## config.mk

```make
export PLATFORM = sky130hd
export DESIGN_NAME = quant_mb_sched
export DESIGN_NICKNAME = d
export VERILOG_FILES = /design/src/rtl/quant_pkg.sv /design/src/rtl/quant_mb_sched.sv
export SDC_FILE = /design/constraint.sdc
export NUM_CORES = 1
export LEC_CHECK = 0
export CAP_MARGIN = 10
export CORE_AREA = 3 3 622 624
export CTS_CLUSTER_SIZE = 20
export DETAILED_ROUTE_END_ITERATION = 10
export DIE_AREA = 0 0 625 627
export PLACE_DENSITY_LB_ADDON = 0.25
export SYNTH_ARGS = -nofsm -noshare
export SYNTH_HDL_FRONTEND = slang
export SYNTH_SLANG_ARGS = --single-unit
```

## constraint.sdc

```tcl
create_clock -name clk -period 2.3 [get_ports clk]
set_input_delay 0.46 -clock clk [delete_from_list [all_inputs] [get_ports clk]]
set_output_delay 0.46 -clock clk [all_outputs]
set_load 0.03 [all_outputs]
```

## src/rtl/quant_pkg.sv

```systemverilog
// Shared codes for the macroblock quantizer scheduler: matrix selects,
// FSM encodings and block index constants.
package quant_pkg;

  localparam logic [1:0] MTX_Y1 = 2'd0;
  localparam logic [1:0] MTX_Y2 = 2'd1;
  localparam logic [1:0] MTX_UV = 2'd2;

  localparam logic [4:0] IDX_Y2  = 5'd24;
  localparam logic [4:0] IDX_UV0 = 5'd16;
  localparam int         NZ_W    = 25;

  typedef enum logic [2:0] {
    ST_IDLE  = 3'd0,
    ST_FETCH = 3'd1,
    ST_START = 3'd2,
    ST_WAIT  = 3'd3,
    ST_EMIT  = 3'd4
  } state_t;

endpackage

```

## src/rtl/quant_mb_sched.sv

```systemverilog
// Walks one macroblock's 4x4 blocks (optional Y2, 16 Y, 8 UV) through a shared
// quantizer, forwarding each result downstream and collecting the non-zero mask.
module quant_mb_sched
  import quant_pkg::*;
#(
  parameter int IW      = 16,
  parameter int NBLK_Y  = 16,
  parameter int NBLK_UV = 8
) (
  input  logic             clk,
  input  logic             rst_n,
  input  logic             mb_start,
  input  logic             mb_i16,
  output logic             mb_busy,
  output logic             mb_done,
  output logic [NZ_W-1:0]  nz_mask,
  input  logic             src_valid,
  output logic             src_ready,
  input  logic [16*IW-1:0] src_data,
  output logic             q_start,
  output logic [16*IW-1:0] q_in,
  output logic [1:0]       q_mtx_sel,
  output logic             q_first,
  input  logic             q_done,
  input  logic             q_nz,
  input  logic [255:0]     q_out,
  input  logic [255:0]     q_rout,
  output logic             out_valid,
  input  logic             out_ready,
  output logic [255:0]     out_data,
  output logic [255:0]     out_rout,
  output logic [4:0]       out_idx
);

  state_t r_state;
  state_t w_state_next;

  logic [4:0]       r_cnt;
  logic             r_i16;
  logic [NZ_W-1:0]  r_nz;
  logic             r_done;
  logic [16*IW-1:0] r_q_in;
  logic [1:0]       r_mtx;
  logic             r_first;
  logic [255:0]     r_out_data;
  logic [255:0]     r_out_rout;

  logic [4:0] w_idx;
  logic [4:0] w_last_cnt;
  logic       w_last;
  logic [1:0] w_mtx;
  logic       w_first;
  logic       w_accept;
  logic       w_fetch_hs;
  logic       w_capture;
  logic       w_emit_hs;

  // The counter counts blocks in emission order; in i16 mode slot 0 is the Y2 block.
  assign w_idx      = r_i16 ? ((r_cnt == 5'd0) ? IDX_Y2 : r_cnt - 5'd1) : r_cnt;
  assign w_last_cnt = r_i16 ? 5'(NBLK_Y + NBLK_UV) : 5'(NBLK_Y + NBLK_UV - 1);
  assign w_last     = (r_cnt == w_last_cnt);

  always_comb begin
    w_mtx   = MTX_UV;
    w_first = 1'b0;
    if (w_idx == IDX_Y2) begin
      w_mtx = MTX_Y2;
    end else if (w_idx < IDX_UV0) begin
      w_mtx   = MTX_Y1;
      w_first = r_i16;
    end
  end

  always_ff @(posedge clk or negedge rst_n) begin
    if (!rst_n) r_state <= ST_IDLE;
    else        r_state <= w_state_next;
  end

  always_comb begin
    w_state_next = r_state;
    mb_busy      = 1'b1;
    src_ready    = 1'b0;
    q_start      = 1'b0;
    out_valid    = 1'b0;
    w_accept     = 1'b0;
    w_fetch_hs   = 1'b0;
    w_capture    = 1'b0;
    w_emit_hs    = 1'b0;
    unique case (r_state)
      ST_IDLE: begin
        mb_busy = 1'b0;
        if (mb_start) begin
          w_accept     = 1'b1;
          w_state_next = ST_FETCH;
        end
      end
      ST_FETCH: begin
        src_ready = 1'b1;
        if (src_valid) begin
          w_fetch_hs   = 1'b1;
          w_state_next = ST_START;
        end
      end
      ST_START: begin
        q_start      = 1'b1;
        w_state_next = ST_WAIT;
      end
      ST_WAIT: begin
        if (q_done) begin
          w_capture    = 1'b1;
          w_state_next = ST_EMIT;
        end
      end
      ST_EMIT: begin
        out_valid = 1'b1;
        if (out_ready) begin
          w_emit_hs    = 1'b1;
          w_state_next = w_last ? ST_IDLE : ST_FETCH;
        end
      end
      default: w_state_next = ST_IDLE;
    endcase
  end

  always_ff @(posedge clk or negedge rst_n) begin
    if (!rst_n) begin
      r_cnt      <= '0;
      r_i16      <= 1'b0;
      r_nz       <= '0;
      r_done     <= 1'b0;
      r_q_in     <= '0;
      r_mtx      <= MTX_Y1;
      r_first    <= 1'b0;
      r_out_data <= '0;
      r_out_rout <= '0;
    end else begin
      r_done <= w_emit_hs & w_last;
      if (w_accept) begin
        r_cnt <= '0;
        r_i16 <= mb_i16;
        r_nz  <= '0;
      end
      if (w_fetch_hs) begin
        r_q_in  <= src_data;
        r_mtx   <= w_mtx;
        r_first <= w_first;
      end
      if (w_capture) begin
        r_out_data  <= q_out;
        r_out_rout  <= q_rout;
        r_nz[w_idx] <= q_nz;
      end
      // The counter stays on the last block after mb_done so out_idx remains meaningful.
      if (w_emit_hs && !w_last) r_cnt <= r_cnt + 5'd1;
    end
  end

  assign mb_done   = r_done;
  assign nz_mask   = r_nz;
  assign q_in      = r_q_in;
  assign q_mtx_sel = r_mtx;
  assign q_first   = r_first;
  assign out_data  = r_out_data;
  assign out_rout  = r_out_rout;
  assign out_idx   = w_idx;

endmodule
```

==> Yosys cells after proc, flatten, opt, wreduce, memory -nomap -nowiden <==
Index checks and enable logic that the tools add are counted.
W data, S select, Z words.
{ "word_totals": {"inputBits": 776, "word_cells": 65, "latchBits": 0, "ramBits": 0, "romBits": 0, "memories": 0, "output_inout_bits": 806, "regBits": 806} }
{ "op_classes": {"n_mul": 0, "n_lt_le_gt_ge": 3, "n_div": 0, "addsub": 2, "shifts": 0, "n_bitwise": 1, "n_eq_ne": 10, "n_reduce_logical": 7, "n_mux": 32} }
{ "ops": {"columns": ["operator", "n"], "rows": [
  ["$mux W25", 2],
  ["$bwmux W25", 1],
  ["$mux W5", 4],
  ["$mux W1", 16],
  ["$pmux W3 S5", 1],
  ["$mux W3", 4],
  ["$ne A2 B2 Y1 const B", 4],
  ["$eq A3 B2 Y1 const B", 2],
  ["$lt A5 B6 Y1 const B", 1],
  ["$add A5 B1 Y5 const B", 1],
  ["$demux W1 S5", 1],
  ["$eq A5 B5 Y1", 1],
  ["$eq A5 B5 Y1 const B", 1],
  ["$ge A5 B1 Y1 const B", 1],
  ["$logic_not A5 Y1", 1],
  ["$lt A5 B5 Y1 const B", 1],
  ["$sub A5 B1 Y5 const B", 1],
  ["$mux W2", 2],
  ["$mux W4", 1],
  ["$reduce_and A4 Y1", 1],
  ["$eq A3 B1 Y1 const B", 1],
  ["$eq A3 B3 Y1 const B", 1],
  ["$logic_not A3 Y1", 1],
  ["$logic_and A1 B1 Y1", 2],
  ["other kinds (3)", 3]
]} }

==> Logic depth before layout (Yosys ltp) <==
{ "logic_depth": {"ltp_word": 9, "ltp_mapped": 8, "mapped_depth_nobuf": 6} }

==> Worst setup path after synthesis <==
No wires, ideal clock.
{ "synth_timing": {"path_kind": "reg-to-output", "start": "register r_cnt[0]", "end": "output out_idx[1]", "n_path_buf": 2, "required_ns": 1.840, "arrival_ns": 2.031, "stages_incl_launch_ff": 8, "slack_ns": -0.191, "cell_sequence": "dfrtp_1 -> buf_4 -> inv_1 -> ha_1 -> nand4bb_1 -> buf_2 -> nor2_1 -> a211oi_1"} }
{ "synth_via": {"elab_chain_cells": 3, "elab_cells_between_ends": 4, "classes_between": "add/sub (1); mux (2); reduce/logical (1)"} }
{ "synth_lines": {"columns": ["element", "line_no", "source"], "rows": [
  ["start: declaration", "quant_mb_sched.sv:38", "logic [4:0] r_cnt;"],
  ["start signal: assignment", "quant_mb_sched.sv:154", "if (w_emit_hs && !w_last) r_cnt <= r_cnt + 5'd1;"],
  ["$sub A5 B1 Y5 or $logic_not A5 Y1 (tied branches)", "quant_mb_sched.sv:59", "assign w_idx = r_i16 ? ((r_cnt == 5'd0) ? IDX_Y2 : r_cnt - 5'd1) : r_cnt;"],
  ["$mux W5 * (2 in series)", "quant_mb_sched.sv:59", null],
  ["end: declaration", "quant_mb_sched.sv:32", "output logic [4:0] out_idx"]
]} }
Mark *: on every way between the ends. The rest lies on a longest branch, timed or not.

==> Worst setup path in the final report <==
{ "layout_timing": {"start": "register r_cnt[0]", "end": "output out_idx[3]"} }
The elaborated chain is that of the path after synthesis.

==> results.txt <==
The region available for standard cell placement spans 382,000 um^2. The clock latency on the worst-skew pair came out at 0.88 ns. In the final layout, the share of cells above drive strength 1 is 18.6%.

The reg-to-reg setup timing slack is 0.15 ns. The hold violation total from the final report came out at 0. Summing the areas of all compound-gate instances in the mapped netlist gives 1.65% of the synthesized area. Of the post-synthesis cell area, the part taken by muxes is 10.2%.

The worst clock skew on the final layout came out at 0.0692 ns. In the post-route analysis, the smallest setup slack over all paths is -0.479 ns. The filler cell count in the final layout is 43.1k.

Summing all placed instances gives a cell area of 54,100 um^2. The average routed wire per standard cell came out at 26.7 um. The mean cell area of the mapped netlist came out at 10.5 um^2. The count of antenna-violating nets left after detailed routing is 0. In this run the tightest slew margin relative to its limit is 62.0%. The area overhead of the layout relative to synthesis is 86.9%. The sum of routed wire length over all layers came out at 263,000 um. The pre-CTS worst setup slack came out at -0.133 ns. The floorplan step set the die width to 625 um. The peak supply drop came out at 792 uV. In the finished design, the share of the clock period the worst path needs comes to 121%. The critical path is of the register to output port type.

The number of remaining DRC errors came out at 0. The H-tree level count came out at 3. The worst path arrival time came out at 2.32 ns. The detail-routed via count per cell came out at 2.95. The global placer's final weighted congestion came out at 0.888. Setup repair after global routing could not meet its margin everywhere. The number of standard-cell rows in the floorplan came out at 227. The slew at the pin closest to its max-slew limit is 0.573 ns. Detailed placement ended at an HPWL of 229,000 um.

Yosys printed 0 warnings. The leading cell type in the layout, fill and taps excluded is nand2_1. The synthesized area is 30,900 um^2. The number of CTS-inserted buffers came out at 114. Across the run, the number of max-cap violations was 0.

The time the worst path needs with I/O delays and setup is 2.78 ns. After synthesis, flip-flops and latches occupy 65.2% of the total area. During placement, the flow inserted port buffers numbering 1,581. The worst setup path is captured at an output port. For this block, the initial DRC count from the detailed router was 1,364.

The number of detailed-routing iterations run before antenna repair came out at 5. Among all flip-flop cells after synthesis, the most frequent one is dfrtp_1. The element type at the critical path start is a register. The count of distinct cell types in the synthesized netlist came out at 55. Detailed routing inserted a total of 29.1k vias. In this run the power density over the cells is 1480 nW/um^2. The share of the core filled with cells in the final layout came out at 15.1%.

The overall routing resource usage is 12.9%. The final layout net count is 5,474. The peak fanout along the critical path is 3.

The adder-cell area share of the yosys netlist came out at 0.0809%. After routing the design area is 57,800 um^2. The worst hold path belongs to the class input pin to register. The cell sitting at the root of the clock tree is a clkbuf_16. Synthesis produced 2,959 cells. The total count of max-transition violations in the final report was 0. For the worst setup path, the data required time is 1.84 ns.

TritonCTS built the clock tree. The total grt overflow came out at 0. The die covers 392,000 um^2. The largest family of logic cells by synthesized area is simple AND/OR/NAND/NOR gates. The number of antenna violations at the first check in global routing is 168.

In the layout the commonest cells are nand2_1, dfrtp_1, clkdlybuf4s50_1. The number of enable-type register cells in the synthesized netlist is 0. From bottom edge to top edge, the die measures 627 um. The global-route wire length before repair came out at 331,000 um. CTS saw 806 sinks. The largest net degree at the start of global routing came out at 80. The async set or reset register ratio after synthesis is 100%.

The basic-gate share of the synthesized area counting and, or, nand and nor cells is 20.3%. The starting utilization of the core area is 8.10%. For this design the static power due to leakage is 0.0267 uW. The count of pins on the block boundary is 1,582.

The final reports fail on setup timing. The run finished, with violations left. The flip-flop and latch count after synthesis is 806. The maximum achievable frequency is 0.360 GHz.

The via count of the first global-routing pass came out at 30.0k. The post-synthesis share of cell area spent on xor and xnor gates is 0.0566%. After clock tree synthesis, the clock-pin slew on the worst setup and hold paths is 0.06 ns. The setup-violating endpoint count in the final report came out at 7. Counting every net in the synthesized netlist gives 3,737.

The maximum clock insertion buffer count is 4.
## worst max-delay path, cell delays in order (launching register included)
cell	delay [ns]
dfrtp_1	0.40
buf_6	0.14
or2_4	0.26
a2111oi_4	0.34
or2_4	0.19
buf_8	0.12
## per-layer routing
metal	up-vias	part of all wire [%]	GRT usage [%]
met5	-	0.24	0
met4	96	2.9	2.93
met3	436	7.9	4.64
met2	1204	54	24.6
met1	14500	35	13.2
li1	12900	-	-
## Yosys cell counts (4+ instances only)
library cell  count  area (um^2)
dfrtp_1         806        20200
and3b_1           5         43.8
nand2_1        1570         5890
mux2i_1          26          260
nor2b_1           4         25.0
inv_1            11         41.3
buf_2            77          385
buf_1            18         67.6
clkbuf_1         68          255
o21ai_0           9         45.0
a21boi_0          7         52.6
nor2_1            9         33.8
o221a_2           4         45.0
nor3_1            4         20.0
a211oi_1          8         60.1
mux2_2          258         2910
nand3_1           9         45.0
nor3b_1           7         52.6
## what timing repair did
item / CTS / global route
endpoints found under the setup margin: 691 / 12
gates resized for setup: 920 / 16
setup buffers: 19 / 6
gates cloned: 0 / 0
hold buffers: 2 / 0
hold endpoints to repair: 147 / 0
pin swaps: 10 / 6
## cells by family (layout without fill, tap and decap cells)
| kind of cell | after synthesis | after routing |
|---|---|---|
| compound gates | 60 | 60 |
| xor+xnor | 2 | 2 |
| fa+ha+maj | 2 | 2 |
| buf+inv | 176 | 1998 |
| flops | 806 | 806 |
| mux | 284 | 284 |
| other cells | 0 | 40 |
| simple gates | 1629 | 1629 |
## sequential cells by signal, summed over array words and instances, names as in the netlist
signal and flops:
q_mtx_sel 2, out_rout 256, q_in 256, mb_done 1, out_data 256, r_i16 1, r_cnt 5, q_first 1
nz_mask 25, r_state 3
## final timing paths
path	to	cells past startpoint	from
hold reg to reg	out_data[165]	2	out_data[165]
max in group asynchronous	out_rout[138]	4	rst_n
hold / removal	out_rout[13]	3	q_rout[13]
min in group asynchronous	q_in[141]	2	rst_n
setup reg to reg	nz_mask[11]	8	r_cnt[0]
setup / recovery	out_idx[3]	5	r_cnt[0]
## layout make-up
class	count	area, um^2	share of cell area [%]
Clock inverter	42	602	1.04
Clock buffer	159	3250	5.62
Timing Repair Buffer	1786	17200	29.7
Inverter	11	41.3	0.0714
Antenna cell	40	100	0.173
Multi-Input combinational cell	1977	10200	17.6
Sequential cell	806	20200	34.9
Tap cell	5038	6300	10.9
## stage by stage
step	TNS [ns]	hold slack, ns	total power, uW	std cells
3_5_place_dp	-23.08	0.451	71500	9592
4_1_cts	-3.44	0.000629	87800	9814
2_1_floorplan	0	0.164	45000	2959
3_3_place_gp	-15.42	0.456	71300	9592
5_1_grt	-3.17	0.0495	90000	9827
6_report	-1.96	0.119	85500	9859
## report_power, final
group / total [uW] / switching (uW) / internal [uW]
logic: 42000 / 28300 / 13700
registers: 24800 / 4240 / 20600
clock network: 18600 / 7530 / 11100
Note: power is estimated with default switching activity, not from simulation.
